## config.mk

```make
export PLATFORM = sky130hd
export DESIGN_NAME = sim_run_ctrl
export DESIGN_NICKNAME = d
export VERILOG_FILES = /design/src/rtl/sim_run_ctrl.sv
export SDC_FILE = /design/constraint.sdc
export NUM_CORES = 1
export LEC_CHECK = 0
export CORE_MARGIN = 10
export CORE_UTILIZATION = 55
export CTS_BUF_LIST = sky130_fd_sc_hd__clkbuf_8
export DETAILED_ROUTE_END_ITERATION = 7
export PLACE_DENSITY = 0.79
export SLEW_MARGIN = 10
export SYNTH_ARGS = -nofsm -noshare
export SYNTH_HDL_FRONTEND = slang
export SYNTH_SLANG_ARGS = --single-unit
```

## constraint.sdc

```tcl
create_clock -name clk -period 3.45 [get_ports clk]
set_input_delay 0.5175 -clock clk [delete_from_list [all_inputs] [get_ports clk]]
set_output_delay 0.5175 -clock clk [all_outputs]
set_load 0.005 [all_outputs]
```

## src/rtl/sim_run_ctrl.sv

```systemverilog
// Simulation run controller: holds the core in reset after rst, then counts run
// cycles until a masked done request or the watchdog ends the run.
module sim_run_ctrl #(
  parameter int unsigned RST_CYCLES      = 25,
  parameter int unsigned CNT_W           = 32,
  parameter int unsigned REPORT_INTERVAL = 10000,
  parameter int unsigned MAX_CYCLES      = 150000000,
  parameter int unsigned N_SRC           = 1
) (
  input  logic             clk,
  input  logic             rst,
  input  logic [N_SRC-1:0] done_req,
  input  logic [N_SRC-1:0] done_mask,
  output logic             core_rst,
  output logic             running,
  output logic [CNT_W-1:0] cycles,
  output logic             tick,
  output logic             finished,
  output logic             timeout,
  output logic [N_SRC-1:0] done_src
);

  localparam int unsigned HOLD_W = $clog2(RST_CYCLES + 1);
  localparam int unsigned RPT_W  = (REPORT_INTERVAL > 1) ? $clog2(REPORT_INTERVAL) : 1;
  localparam logic [CNT_W-1:0] CNT_MAX = '1;

  typedef enum logic [1:0] {HOLD, RUN, DONE, TOUT} state_t;

  state_t            state, state_nxt;
  logic [HOLD_W-1:0] hold_cnt, hold_nxt;
  logic [RPT_W-1:0]  rpt_cnt, rpt_nxt;
  logic [CNT_W-1:0]  cycles_nxt;
  logic              tick_nxt, finished_nxt, timeout_nxt;
  logic [N_SRC-1:0]  done_src_nxt, hit;

  assign hit = done_req & done_mask;

  // Next state and next values of all registered outputs
  always_comb begin
    state_nxt    = state;
    hold_nxt     = hold_cnt;
    rpt_nxt      = rpt_cnt;
    cycles_nxt   = cycles;
    tick_nxt     = 1'b0;
    finished_nxt = finished;
    timeout_nxt  = timeout;
    done_src_nxt = done_src;
    case (state)
      HOLD: begin
        if (hold_cnt == HOLD_W'(RST_CYCLES - 1)) begin
          state_nxt = RUN;
        end else begin
          hold_nxt = hold_cnt + HOLD_W'(1);
        end
      end
      RUN: begin
        // Saturated counter also freezes the progress divider
        if (cycles != CNT_MAX) begin
          cycles_nxt = cycles + CNT_W'(1);
          if (REPORT_INTERVAL != 0) begin
            if (rpt_cnt == RPT_W'(REPORT_INTERVAL - 1)) begin
              rpt_nxt  = '0;
              tick_nxt = 1'b1;
            end else begin
              rpt_nxt = rpt_cnt + RPT_W'(1);
            end
          end
        end
        // A done request takes priority over a coincident watchdog expiry
        if (|hit) begin
          state_nxt    = DONE;
          finished_nxt = 1'b1;
          done_src_nxt = hit;
          tick_nxt     = 1'b0;
        end else if ((MAX_CYCLES != 0) && (cycles_nxt == CNT_W'(MAX_CYCLES))) begin
          state_nxt   = TOUT;
          timeout_nxt = 1'b1;
          tick_nxt    = 1'b0;
        end
      end
      default: ;
    endcase
  end

  always_ff @(posedge clk) begin
    if (rst) begin
      state    <= HOLD;
      hold_cnt <= '0;
      rpt_cnt  <= '0;
      core_rst <= 1'b1;
      running  <= 1'b0;
      cycles   <= '0;
      tick     <= 1'b0;
      finished <= 1'b0;
      timeout  <= 1'b0;
      done_src <= '0;
    end else begin
      state    <= state_nxt;
      hold_cnt <= hold_nxt;
      rpt_cnt  <= rpt_nxt;
      core_rst <= (state_nxt == HOLD);
      running  <= (state_nxt == RUN);
      cycles   <= cycles_nxt;
      tick     <= tick_nxt;
      finished <= finished_nxt;
      timeout  <= timeout_nxt;
      done_src <= done_src_nxt;
    end
  end

endmodule

```

==> results.yml, run 1 <==
clock_network:
  cts_buffer_depth: 2
  cts_tree: "yes"
  root_buffer: "clkbuf_8"
  cts_hold_buf: 0
  cts_setup_buffers: 0
  post_cts_resized: 0
  path_clk_slew_ns: 0.07
  cts_num_sinks: 58
  cts_max_level: 3
  clkLatencyLatePin_ns: 0.34
  cts_buffers: 9
detailed_routing:
  wl_met1_um: 3780
  drt_iter0_markers: 199
  vias: 2968
  met2WireLength_um: 3746
  top_layer: "met4"
  drt-pass1-iter-count: 4
  drc: 0
  drt_wl_total_um: 8178
  vias_per_cell: 5.741
  wl_per_cell_um: 15.82
  detail-route-antenna-nets: 0
  wl_met3_um: 580
job:
  drv.max_cap_violation_count: 0
logic_synthesis:
  synth_area_per_cell_um2: 8.067
  yosysTopAreaCell: "dfxtp_1"
  syn_area_um2: 3299
  synth_edf_count: 0
  yosysWarnings: 0
  ys_types: 59
  syn-num-nets: 417
  synth.top_cells.by_area: "dfxtp_1, xor2_1, nor2_1, xnor2_1, nand3_1"
  synth_top_area_frac: 0.3519
  synthFlopType: "dfxtp_1"
  ys_seq_area_frac: 0.3519
  ys_async_sr_fraction: 0
  synth_seq_cells: 58
  synthCells: 409
timing:
  fin_crit_ns: 2.982
  tns_ns: 0
  holdWs_ns: 0.4692
  relSlewSlack: 0.4414
  rsz0062_at_grt: "false"
  slew_violations: 0
  post-route-period-util: 0.8644
  finClkSkew_ns: 0.009653
  setup_viol: 0
  hold_viol_final: 0
  worst_pin_slew_ns: 0.8303
  setup_slack_ns: 0.4679
  fmax_mhz: 335.3
cells_and_area:
  areaGrowthSynthToFinish_pct: 17.14
  multi_input_area_um2: 1994
  final_cells: 517
  drive_gt1_frac: 0.07692
  postLayoutCellArea_um2: 3865
  num-fill-cells: 526
  final_util: 0.6567
  regArea_um2: 1161
  num_antenna_cells: 0
  nNetsFinal: 445
worst_setup_path:
  critical_path.max_stage_delay_ns: 0.51
  worstSetupPathType: "reg2reg"
  worstPathRequired_ns: 3.69
  crit_fanout: 10
  cpMaxStageDelayCell: "dfxtp_1"
  crit_path_cell_trace: "nand4_2 > nor3_4 > and3_1 > o21ai_1 > a211oi_1 > nand2_1 > o41a_1 > o21a_1"
  crit_path_start_kind: "register"
  end_kind: "register"
  cp.arrival_ns: 3.22
power_and_ir_drop:
  power.leakage_nw: 1.312
  fin_total_pwr_mw: 1.254
  power_density_nw_per_um2: 324.6
  peakVddDrop_uv: 419.2
die:
  dieArea_um2: 9497
  core-area_um2: 5886
  ioPinCount: 42
  die_y_um: 97.45
  die_w_um: 97.45
  start_util: 0.5606
  rows: 28
global_route:
  antenna_found_initial: 0
  grt_pass1_wl_um: 13400
  grt_overflow: 0
  grt_pass1_vias: 2755
  grt_max_degree: 39
  grt_usage: 0.1669
placement:
  placed_area_um2: 3694
  hpwl_um: 6024
  dpl.cell_count: 501
  dp_slack_ns: 0.5178
  portBuffers: 41
  routabilityCongestion: 1.000
status:
  outcome: "finished clean"
worst_hold_path:
  hp-class: "reg2reg"
==> layout by cell type (no fill, tap or decap), types with 2 or more instances in the layout <==
cell	netlist	layout
a211oi_1	3	3
nand3_1	26	26
o311a_1	2	2
inv_1	5	6
nor3_1	7	7
nand3b_1	2	2
nor2_1	72	72
o21ai_1	2	2
ha_1	4	4
a21oi_1	8	8
nand2b_1	6	6
o21ai_0	6	6
dfxtp_1	58	58
xnor2_1	20	20
nand2_1	34	34
nor3b_1	4	4
clkinv_2	0	3
clkdlybuf4s50_1	0	41
nor3_4	2	2
nand4b_1	2	2
o21a_1	3	3
mux2i_1	3	3
or4_1	2	2
nor4_1	8	8
xor2_1	32	32
o211ai_1	2	2
or3_1	5	5
buf_4	2	2
a31oi_1	3	2
nor2b_1	2	2
and2_1	3	3
clkinvlp_4	0	2
clkbuf_8	0	10
nand4_1	20	20
and3_1	12	12
==> cells in the mapped netlist (2+ instances only) <==
| cell type | count |
|---|---|
| nor3b_1 | 4 |
| dfxtp_1 | 58 |
| o211ai_1 | 2 |
| nor4_1 | 8 |
| nor2b_1 | 2 |
| nand3b_1 | 2 |
| nand2b_1 | 6 |
| a21oi_1 | 8 |
| nor3_1 | 7 |
| a211oi_1 | 3 |
| mux2i_1 | 3 |
| nand3_1 | 26 |
| nor2_1 | 72 |
| and3_1 | 12 |
| o311a_1 | 2 |
| and2_1 | 3 |
| o21ai_0 | 6 |
| clkbuf_1 | 11 |
| xor2_1 | 32 |
| nand4b_1 | 2 |
| nor3_4 | 2 |
| ha_1 | 4 |
| o21a_1 | 3 |
| or3_1 | 5 |
| o21ai_1 | 2 |
| a31oi_1 | 3 |
| nand2_1 | 34 |
| or4_1 | 2 |
| xnor2_1 | 20 |
| buf_2 | 12 |
| inv_1 | 5 |
| buf_4 | 2 |
| nand4_1 | 20 |
==> per-layer routing <==
metal,global-route usage,vias up
met3,0.05548,11
met5,0,-
met2,0.2560,97
li1,-,1487
met4,0.05481,0
met1,0.2138,1373
==> final timing paths <==
check,from,endpoint,slack (ns),cells past startpoint
worst min register to register,timeout,timeout,0.47,2
worst max register to register,cycles[3],running,0.47,8
worst max-delay path,cycles[3],running,0.47,8
worst min-delay path,timeout,timeout,0.47,2
==> final cells by class <==
cell class	count	share of cell area
multi-input cells	320	0.5160
clock inverters	6	0.008741
inverters	5	0.004856
clock buffers	10	0.03561
repair buffers	43	0.1101
well taps	75	0.02428
flip-flops and latches	58	0.3004
==> logic make-up after synthesis <==
kind of cell             synth area share
adder cells (fa/ha/maj)           0.01517
flip-flops                         0.3519
AND/OR/NAND/NOR                    0.3500
multiplexers                      0.01251
AO/OA/AOI/OAI                     0.08685
XOR/XNOR                           0.1380
buffers and inverters             0.04551
==> where the power goes <==
| group | switching (mW) | total (mW) | internal, mW |
|---|---|---|---|
| clock network | 0.278 | 0.551 | 0.273 |
| registers | 0.00317 | 0.676 | 0.673 |
| logic | 0.0172 | 0.0272 | 0.0101 |
==> registers in the layout (all words and copies together), names as in the netlist, named ones only <==
signal / flops
timeout: 1
cycles: 32
core_rst: 1
done_src: 1
state: 1
tick: 1
hold_cnt: 5
rpt_cnt: 14
running: 1
==> critical path, delay by kind of cell, from the launching register on <==
family             cells  cell delay, ns
and+or+nand+nor        4            1.32
AOI/OAI and AO/OA      4            1.04
DFF                    1            0.51
No activity file was read; power rests on OpenSTA's default activity.
==> inputs of run 2 (changes only) <==
- CTS_CLUSTER_DIAMETER: unset -> 120
==> results of run 2 <==
Same layout as run 1: the final DEF is identical, and so are final timing and power.
==> inputs of run 3 (changes only) <==
- GPL_ROUTABILITY_DRIVEN: unset -> 0
- clock period: 3.45 -> 3.78 ns (I/O delays scaled with it)
==> run 3 against run 2 <==
  * Sequential cell count stayed put
  * Hold slack improved by 0.037 ns
  * Count of clock-buffer cells in the layout stayed put
  * Sequential power fell by 8.7%
==> results.yml, run 3 (synthesis results as in run 1) <==
status:
  outcome: "finished clean"
placement:
  placed_area_um2: 3694
  dpl.cell_count: 501
  hpwl_um: 5986
  dp_slack_ns: 0.8518
  portBuffers: 41
die:
  die_w_um: 97.45
  dieArea_um2: 9497
  ioPinCount: 42
  start_util: 0.5606
  core-area_um2: 5886
  die_y_um: 97.45
  rows: 28
clock_network:
  cts_buffers: 9
  cts_buffer_depth: 2
  post_cts_resized: 0
  cts_tree: "yes"
  path_clk_slew_ns: 0.06
  cts_hold_buf: 0
  cts_num_sinks: 58
  cts_max_level: 3
  cts_setup_buffers: 0
  root_buffer: "clkbuf_8"
  clkLatencyLatePin_ns: 0.34
global_route:
  grt_overflow: 0
  grt_usage: 0.1717
  grt_max_degree: 25
  grt_pass1_vias: 2866
  grt_pass1_wl_um: 13860
  antenna_found_initial: 0
timing:
  hold_viol_final: 0
  worst_pin_slew_ns: 0.8289
  fmax_mhz: 325.1
  fin_crit_ns: 3.076
  post-route-period-util: 0.8138
  tns_ns: 0
  slew_violations: 0
  finClkSkew_ns: 0.01024
  setup_viol: 0
  relSlewSlack: 0.4457
  rsz0062_at_grt: "false"
  holdWs_ns: 0.5066
  setup_slack_ns: 0.7039
cells_and_area:
  multi_input_area_um2: 1994
  postLayoutCellArea_um2: 3889
  drive_gt1_frac: 0.07692
  regArea_um2: 1161
  final_common_cell: "nor2_1"
  nNetsFinal: 445
  num-fill-cells: 516
  largest-register: "cycles"
  final_cells: 517
  layout_common_cells: "nor2_1, dfxtp_1, clkdlybuf4s50_1, nand2_1, xor2_1"
  final_util: 0.6607
  areaGrowthSynthToFinish_pct: 17.86
  num_antenna_cells: 0
  largest_register_ffs: 32
  largestRegisters: "cycles x32, rpt_cnt x14, hold_cnt x5"
detailed_routing:
  wl_met1_um: 3635
  wl_met3_um: 622
  wl_per_cell_um: 15.77
  drt_wl_total_um: 8155
  vias: 3081
  drc: 0
  vias_per_cell: 5.959
  drt_iter0_markers: 199
  met2WireLength_um: 3730
  drt-pass1-iter-count: 5
  top_layer: "met4"
  detail-route-antenna-nets: 0
worst_hold_path:
  hp-class: "reg2reg"
power_and_ir_drop:
  intPower_mw: 0.9402
  peakVddDrop_uv: 212.5
  power.leakage_nw: 1.330
  p_comb_frac: 0.020
  power_density_nw_per_um2: 309.2
  switchingPower_mw: 0.2623
  fin_total_pwr_mw: 1.203
  switching_share: 0.2181
  p_clk_frac: 0.467
  power.share.sequential: 0.513
worst_setup_path:
  worstSetupPathType: "reg2reg"
  worstPathRequired_ns: 4.01
  end_kind: "register"
  cpMaxStageDelayCell: "dfxtp_1"
  crit_fanout: 10
  critical_path.max_stage_delay_ns: 0.53
  rrSetupSlack_ns: 0.70
  crit_path_start_kind: "register"
  crit_path_cell_trace: "nand3_1 > nor4_1 > and3_1 > o21ai_1 > a211oi_1 > nand2_1 > o41a_1 > o21a_1"
  cp.arrival_ns: 3.31
job:
  drv.max_cap_violation_count: 0
==> run 3: changes by cell type in the layout (fill, tap and decap cells not counted) <==
cell        previous run  this run
clkinvlp_4             2         0
bufinv_16              0         1
clkinv_4               0         1
==> run 3: layer usage <==
layer,up-vias,global-route usage
met2,125,0.2678
li1,1479,-
met4,0,0.07606
met1,1458,0.2167
met3,19,0.04410
met5,-,0
==> run 3: worst max-delay path, delay by kind of cell (launching register included) <==
family             cells  cell delay (ns)
and+or+nand+nor        4             1.38
AOI/OAI and AO/OA      4             1.04
DFF                    1             0.53
==> run 3: power groups by stage <==
| stage | sequential (mW) | clock, mW | combinational [mW] |
|---|---|---|---|
| CTS | 0.617 | 0.573 | 0.0250 |
| global placement | 0.630 | 0 | 0.0240 |
| floorplan | 0.630 | 0 | 0.0171 |
| finish | 0.617 | 0.561 | 0.0245 |
| detailed placement | 0.630 | 0 | 0.0250 |
| global route | 0.617 | 0.608 | 0.0282 |
==> run 3: worst paths after layout <==
kind,startpoint,end,cells after the start
setup / recovery,cycles[19],running,8
hold / removal,timeout,timeout,2
setup reg to reg,cycles[19],running,8
hold reg to reg,timeout,timeout,2
==> run 3: layout make-up <==
type,instances,area share
Timing Repair Buffer,43,0.1094
Multi-Input combinational cell,320,0.5129
Clock buffer,10,0.03539
Inverter,5,0.004826
Sequential cell,58,0.2986
Tap cell,75,0.02413
Clock inverter,6,0.01480
